### src/rtl/uart_rx_core.sv
// Asynchronous serial receiver: synchronizer, start/data/stop framing, break hold; byte out one clock after stop sample.
// Latency ~SYNC_STAGES+1 clocks to start detect; no backpressure, rx_data_o is overwritten by each good frame.
module uart_rx_core #(
    parameter int DATA_BITS   = 8,
    parameter int SYNC_STAGES = 2
) (
    input  logic                 clock_i,
    input  logic                 resetn_i,
    input  logic [11:0]          baud_div,
    input  logic                 rx_din_i,
    output logic [DATA_BITS-1:0] rx_data_o,
    output logic                 rx_done,
    output logic                 rx_ing,
    output logic                 rx_err
);

    typedef enum logic [2:0] {IDLE, START, DATA, STOP, BREAK} state_t;

    localparam logic [3:0] LAST_BIT = 4'(DATA_BITS - 1);

    state_t                 state_q, state_n;
    logic [SYNC_STAGES-1:0] sync_q;
    logic                   rxs;
    logic [11:0]            cnt_q, cnt_n;
    logic [11:0]            period_q, period_n;
    logic [3:0]             bit_q, bit_n;
    logic [DATA_BITS-1:0]   shreg_q, shreg_n;
    logic [DATA_BITS-1:0]   data_q, data_n;
    logic                   done_q, done_n;
    logic                   err_q, err_n;

    // Flops reset to idle-high so a line held low through reset is seen as a fresh edge.
    always_ff @(posedge clock_i or posedge resetn_i) begin
        if (resetn_i) begin
            sync_q <= '1;
        end else begin
            sync_q <= {sync_q[SYNC_STAGES-2:0], rx_din_i};
        end
    end

    assign rxs = sync_q[SYNC_STAGES-1];

    always_ff @(posedge clock_i or posedge resetn_i) begin
        if (resetn_i) begin
            state_q  <= IDLE;
            cnt_q    <= '0;
            period_q <= 12'd3;
            bit_q    <= '0;
            shreg_q  <= '0;
            data_q   <= '0;
            done_q   <= 1'b0;
            err_q    <= 1'b0;
        end else begin
            state_q  <= state_n;
            cnt_q    <= cnt_n;
            period_q <= period_n;
            bit_q    <= bit_n;
            shreg_q  <= shreg_n;
            data_q   <= data_n;
            done_q   <= done_n;
            err_q    <= err_n;
        end
    end

    always_comb begin
        state_n  = state_q;
        cnt_n    = cnt_q + 12'd1;
        period_n = period_q;
        bit_n    = bit_q;
        shreg_n  = shreg_q;
        data_n   = data_q;
        done_n   = 1'b0;
        err_n    = 1'b0;
        case (state_q)
            IDLE: begin
                cnt_n = '0;
                if (!rxs) begin
                    state_n  = START;
                    // Period is frozen for the whole frame; very short periods are clamped.
                    period_n = (baud_div < 12'd3) ? 12'd3 : baud_div;
                end
            end
            START: begin
                if (cnt_q == (period_q >> 1)) begin
                    cnt_n   = '0;
                    bit_n   = '0;
                    state_n = rxs ? IDLE : DATA;
                end
            end
            DATA: begin
                if (cnt_q == period_q) begin
                    cnt_n   = '0;
                    shreg_n = {rxs, shreg_q[DATA_BITS-1:1]};
                    if (bit_q == LAST_BIT) begin
                        bit_n   = '0;
                        state_n = STOP;
                    end else begin
                        bit_n = bit_q + 4'd1;
                    end
                end
            end
            STOP: begin
                if (cnt_q == period_q) begin
                    cnt_n = '0;
                    if (rxs) begin
                        data_n  = shreg_q;
                        done_n  = 1'b1;
                        state_n = IDLE;
                    end else begin
                        err_n   = 1'b1;
                        state_n = BREAK;
                    end
                end
            end
            BREAK: begin
                cnt_n = '0;
                if (rxs) state_n = IDLE;
            end
            default: begin
                cnt_n   = '0;
                state_n = IDLE;
            end
        endcase
    end

    assign rx_data_o = data_q;
    assign rx_done   = done_q;
    assign rx_err    = err_q;
    assign rx_ing    = (state_q != IDLE);

endmodule

### config.mk
export PLATFORM = sky130hd
export DESIGN_NAME = uart_rx_core
export DESIGN_NICKNAME = d
export VERILOG_FILES = /design/src/rtl/uart_rx_core.sv
export SDC_FILE = /design/constraint.sdc
export NUM_CORES = 1
export LEC_CHECK = 0
export ABC_CLOCK_PERIOD_IN_PS = 2200
export CORE_MARGIN = 5
export CORE_UTILIZATION = 56
export DETAILED_ROUTE_END_ITERATION = 16
export PLACE_DENSITY = 0.79
export SYNTH_ARGS = -nofsm -noshare
export SYNTH_HDL_FRONTEND = slang
export SYNTH_SLANG_ARGS = --single-unit
### constraint.sdc
create_clock -name clock_i -period 2.2 [get_ports clock_i]
set_input_delay 0.55 -clock clock_i [delete_from_list [all_inputs] [get_ports clock_i]]
set_output_delay 0.55 -clock clock_i [all_outputs]
set_load 0.02 [all_outputs]
## Word level (Yosys, flattened, before mapping)

Index checks and enable logic that the tools add are counted.

| cells by class | value |
|---|---|
| $add $sub $neg | 2 |
| order comparisons | 1 |
| equality and inequality tests | 13 |
| multiplexer cells | 23 |
| bitwise gates (word level) | 1 |
| reductions and logical operators | 9 |

Operator list:

| kind | number |
|---|---|
| 2-to-1 mux 12 bit | 3 |
| one-hot mux 12 bit (2 select lines) | 1 |
| 2-to-1 mux 3 bit | 7 |
| one-hot mux 3 bit (5 select lines) | 1 |
| adder 12 x 1 -> 12 bit (second input constant) | 1 |
| == test 12 x 11 -> 1 bit | 1 |
| == test 12 bit | 1 |
| less-than comparator 12 x 2 -> 1 bit (second input constant) | 1 |
| 2-to-1 mux 4 bit | 3 |
| inequality test 2 bit (second input constant) | 6 |
| one-hot mux 4 bit (2 select lines) | 1 |
| == test 3 x 2 -> 1 bit (second input constant) | 2 |
| 2-to-1 mux 1 bit | 6 |
| AND reduction 3 bit | 2 |
| AND reduction 6 bit | 1 |
| adder 4 x 1 -> 4 bit (second input constant) | 1 |
| == test 4 x 3 -> 1 bit (second input constant) | 1 |
| AND reduction 2 bit | 2 |
| == test 3 x 1 -> 1 bit (second input constant) | 1 |
| == test 3 bit (second input constant) | 1 |
| zero test 3 bit | 1 |
| nonzero test 3 bit | 1 |
| 2-to-1 mux 2 bit | 1 |
| nonzero test 2 bit | 1 |
| 2 further kinds | 2 |

| word-level totals | value |
|---|---|
| bits in registers | 51 |
| input port bits | 15 |
| output and inout port bits | 11 |
| word-level logic and storage cells | 58 |

## Longest topological paths before layout

| logic depth | value |
|---|---|
| depth after elaboration | 4 |
| gate-level depth with buffers | 7 |
| depth with buffers taken out | 6 |

## Worst setup path after synthesis

No wires, ideal clock.

| path | value |
|---|---|
| kind | reg-to-reg |
| start point | register period_q[0] |
| end point | register bit_q[1] |
| library setup time | 128 ps |
| arrival time | 1861 ps |
| required time | 2072 ps |
| slack | 211 ps |
| cell stages (with the launch flop) | 6 |
| path buffers | 0 |
| period minus slack after synthesis | 1989 ps |
| cell sequence | dfstp_2 > xnor2_1 > nand4_2 > or4_4 > a21oi_1 > mux2_1 |

| on the way | value |
|---|---|
| cells in the longest elaborated chain, start to end | 3 |

Ends and longest elaborated chain:

| item | line | RTL |
|---|---|---|
| start: declaration | 25 | `logic [11:0] period_q, period_n;` |
| start signal: assignment | 56 | `period_q <= period_n;` |
| == test 12 bit | 91 | `if (cnt_q == period_q) begin` |
| inequality test 2 bit (no line) | -- |  |
| AND reduction 3 bit (no line) | -- |  |
| end signal: assignment | 57 | `bit_q <= bit_n;` |
| end: declaration | 26 | `logic [3:0] bit_q, bit_n;` |

No other way between the ends.
A chain may end at the register's enable or synchronous reset.

## Final worst setup path

Ends and elaborated chain as after synthesis.

==> summary by stage <==
Run status
The run finished with clean final reports.

Power and ir drop
The power share of the sequential group is 0.500. The total power draw is 2.84 mW. The internal portion of the total power is 1.85 mW. Of the total power, the share spent switching nets is 0.348. The power per cell area is 969 mW/mm^2. In this run the static leakage power is 1.32 nW. The share of total power dissipated in combinational logic is 0.300. For this design the total switching power over the nets is 0.988 mW. The share of total power dissipated in the clock network is 0.200.

The maximum vdd ir drop is 0.000836 V.

Setup path
The critical path buffer and inverter count is 0. Traced cell by cell, the critical path runs through xnor2_1, nand4_2, or4_4, a21oi_1, mux2_1. The worst setup path is launched from a register. STA classifies the critical path endpoint as a register. Grouping stages by cell kind, the critical path spends the most delay in simple AND/OR/NAND/NOR gates. For this run, the slowest stage of the critical path takes 580 ps. The critical path data required time is 2400 ps. The cell type of the slowest stage on the worst timing path is sky130_fd_sc_hd__or4_4. The critical path ends at bit_q[1].

The path length in cells of the critical path is 5. Of all nets on the critical path, the largest fanout is 4. The class of the most critical setup path is register to register. In this run the worst setup path begins at period_q[0]. Setup slack on the worst reg-to-reg path comes out at 120 ps.

The worst register-to-register path has a depth of 5. The endpoint identified for the worst register-to-register timing path is bit_q[1]. In this run the critical register-to-register path is launched from period_q[0].

The worst endpoint data arrival time is 2270 ps.

Global route
Summed over all layers, the global routing overflow is 0. The number of antenna violations at the first check in global routing is 0. The first-pass GRT wire length is 8.07 mm. The number of global-route vias before repair is 1652.

Across every metal layer, demand over resource in global routing totals 0.169. Entering global routing, the biggest net connects 19 pins.

Flow run
The max capacitance violation total is 0.

Yosys
The area share of the largest cell type after synthesis is 0.474. The net count after synthesis is 226. The fraction of registers with async set/reset is 1.00. The dominant register cell in the synthesized netlist is sky130_fd_sc_hd__dfrtp_1.

After synthesis the cells add up to 0.00248 mm^2. The cell with the most instances after synthesis is sky130_fd_sc_hd__dfrtp_1. The Yosys warning count is 0.

The flop and latch count out of synthesis is 51. Sorting the synthesized cells by area gives the leading types as sky130_fd_sc_hd__dfrtp_1 (47%), sky130_fd_sc_hd__mux2_2 (12%), sky130_fd_sc_hd__xnor2_1 (5.3%), sky130_fd_sc_hd__xor2_1 (5.3%), sky130_fd_sc_hd__dfstp_2 (4.2%). For this run, the register share of the synthesized area comes to 0.516. Synthesis produced 209 cells. Yosys mapped a number of flops with a built-in enable equal to 0. By count the netlist is led by sky130_fd_sc_hd__dfrtp_1 (47), sky130_fd_sc_hd__mux2_2 (26), sky130_fd_sc_hd__nor2_1 (23). The synthesized area per cell is 11.9 um^2. The biggest area contributor in the post-synthesis netlist is sky130_fd_sc_hd__dfrtp_1. The netlist uses 40 different library cells.

Finish
Of the cells placed in the final design, the portion with a size suffix greater than 1 is 0.254. The final instance count without filler cells is 296. The final layout contains 260 nets. The number of antenna diodes in the final layout is 0. The multi-input combinational cells in the finished layout cover a total of 0.00114 mm^2.

The layout overhead on the synthesized area is 18.2%. The number of filler cells placed in the layout is 329. The area of all sequential standard cells is 0.00128 mm^2.

Floorplan
The count of boundary I/O pins is 26. The placeable core region is 0.00432 mm^2. Row generation in the floorplan step produced 24 rows. Measured along the y axis, the die boundary spans 76.6 um. For this configuration, the core starts out at a cell density of 0.574. The die span in x is 76.6 um. The die covers 0.00586 mm^2.

Route
In the routed design, unresolved DRC markers number 0. The count of nets left with antenna violations once routing finished came out at 0. The routed design uses 156 um of met3 wire. The wire length on met1 is 2.25 mm.

After detailed routing, the number of vias per cell comes to 5.40. After detailed routing, the average wire length per cell comes to 15.2 um. Wire segments on met2 add up to 2.02 mm in the final route. The iteration count of the initial detailed-routing pass is 4. Across all layers, the routed design uses 1597 vias. The final routed wirelength across all metal layers is 4.50 mm. The detailed router finished its first iteration with 106 violations. The detailed router used layers up to and including met4.

CTS
The buffer levels on the longest clock path is 2. The tree is rooted in a sky130_fd_sc_hd__clkbuf_8. For this design, the sink count on the clock tree is 51. The clock reaches the later pin of the worst-skew pair after 310 ps.

The post-CTS clock slew at the launch and capture registers of the worst setup and hold paths is 100 ps. The number of buffers inserted during clock tree synthesis is 5. TritonCTS built the clock tree. The maximum level of the CTS H-tree is 2.

Timing
On the final layout, the worst clock skew is 6.55 ps. The peak clock frequency supported by timing is 482 MHz. The count of final max-slew check failures is 0.

The fraction of the cycle the final worst path needs is 0.944. The final number of setup-violating endpoints is 0. The number of endpoints with negative hold slack in the final report is 0. In this run the tightest slew margin relative to its limit is 0.746. Summed over all failing endpoints, the final setup total negative slack is 0 ps. The post-route minimum period is 2080 ps. Setup repair after global routing left no endpoint under its margin. For the pin with the worst max-slew slack, the measured transition is 378 ps.

Placement
Buffers placed on the I/O ports in this run total 25. The number of instances in the placed design is 288. Summed over all nets, the half-perimeter wirelength after detailed placement is 3.22 mm.

The final estimated routing congestion in global placement is 0.846.

Hold path
The startpoint identified for the worst hold timing path is sync_q[0]. The worst hold path belongs to the class register to register.
-- through the flow --
step / cell area (um^2) / util / hold slack [ps] / setup WS, ps
finish: 2930 / 0.678 / 362 / 124
CTS: 2930 / 0.677 / 362 / 125
floorplan: 2480 / - / 345 / 211
global placement: 2830 / 0.655 / 346 / 161
detailed placement: 2830 / 0.655 / 347 / 138
global route: 2930 / 0.678 / 369 / 22.1
-- worst min-delay path by stage --
stage | end | slack (ps) | cells past startpoint
2_1_floorplan | sync_q[1] | 350 | 0
3_3_place_gp | sync_q[1] | 350 | 0
3_5_place_dp | sync_q[1] | 350 | 0
4_1_cts | sync_q[1] | 360 | 0
5_1_grt | sync_q[1] | 370 | 0
6_report | sync_q[1] | 360 | 0
-- what timing repair did --
item                                    in CTS  in global routing
endpoints found under the setup margin       1                  1
gates resized for setup                      1                  1
buffers inserted                             0                  0
hold buffers                                 0                  0
-- placed cells by master (no fill, tap or decap), drive strengths merged, types with 7 or more instances in the layout --
| cell | synthesis | routed |
|---|---|---|
| buf | 7 | 12 |
| clkdlybuf4s50 | 0 | 24 |
| dfrtp | 47 | 47 |
| mux2 | 27 | 27 |
| nand2 | 7 | 7 |
| nand3 | 9 | 9 |
| nor2 | 23 | 23 |
| xnor2 | 18 | 18 |
| xor2 | 15 | 15 |
-- sequential cells by signal, indices dropped and copies added, names as in the netlist --
name and cells:
bit_q 4, period_q 12, shreg_q 8, sync_q 2, cnt_q 12, rx_data_o 8
rx_done 1, state_q 3, rx_err 1
-- worst register-to-register path: cells and delay by family (launching register included) --
| family | cells | cell delay, ps |
|---|---|---|
| AO/OA/AOI/OAI | 1 | 220 |
| XOR/XNOR | 1 | 130 |
| flip-flops | 1 | 550 |
| multiplexers | 1 | 340 |
| AND/OR/NAND/NOR | 2 | 730 |
-- layout make-up --
| cell class | instances | share of cell area |
|---|---|---|
| multi-input combinational | 144 | 0.387 |
| sequential | 51 | 0.437 |
| timing repair buffer | 37 | 0.116 |
| tap | 52 | 0.0222 |
| clock inverter | 3 | 0.00939 |
| clock buffer | 5 | 0.0235 |
| inverter | 4 | 0.00512 |
-- metal layers --
layer  global-route usage  vias to the layer above
met4               0.0490                        0
met3               0.0366                        7
li1                     -                      791
met5                    0                        -
met2                0.249                       29
met1                0.249                      770
-- power groups by stage --
stage / Sequential, mW / Clock [mW] / Combinational (mW)
final: 1.42 / 0.569 / 0.852
after floorplan: 1.31 / 0 / 0.752
after detailed placement: 1.43 / 0 / 0.832
after global placement: 1.42 / 0 / 0.821
after CTS: 1.42 / 0.588 / 0.846
after global routing: 1.45 / 0.628 / 0.957
-- logic make-up after synthesis --
logic type | Yosys count | share of synthesized area
simple gates | 64 | 0.140
flops | 51 | 0.516
xor+xnor | 33 | 0.126
mux | 30 | 0.135
compound gates | 15 | 0.0454
buf+inv | 14 | 0.0282
fa+ha+maj | 2 | 0.0101
Power figures use the tool's default switching activity.
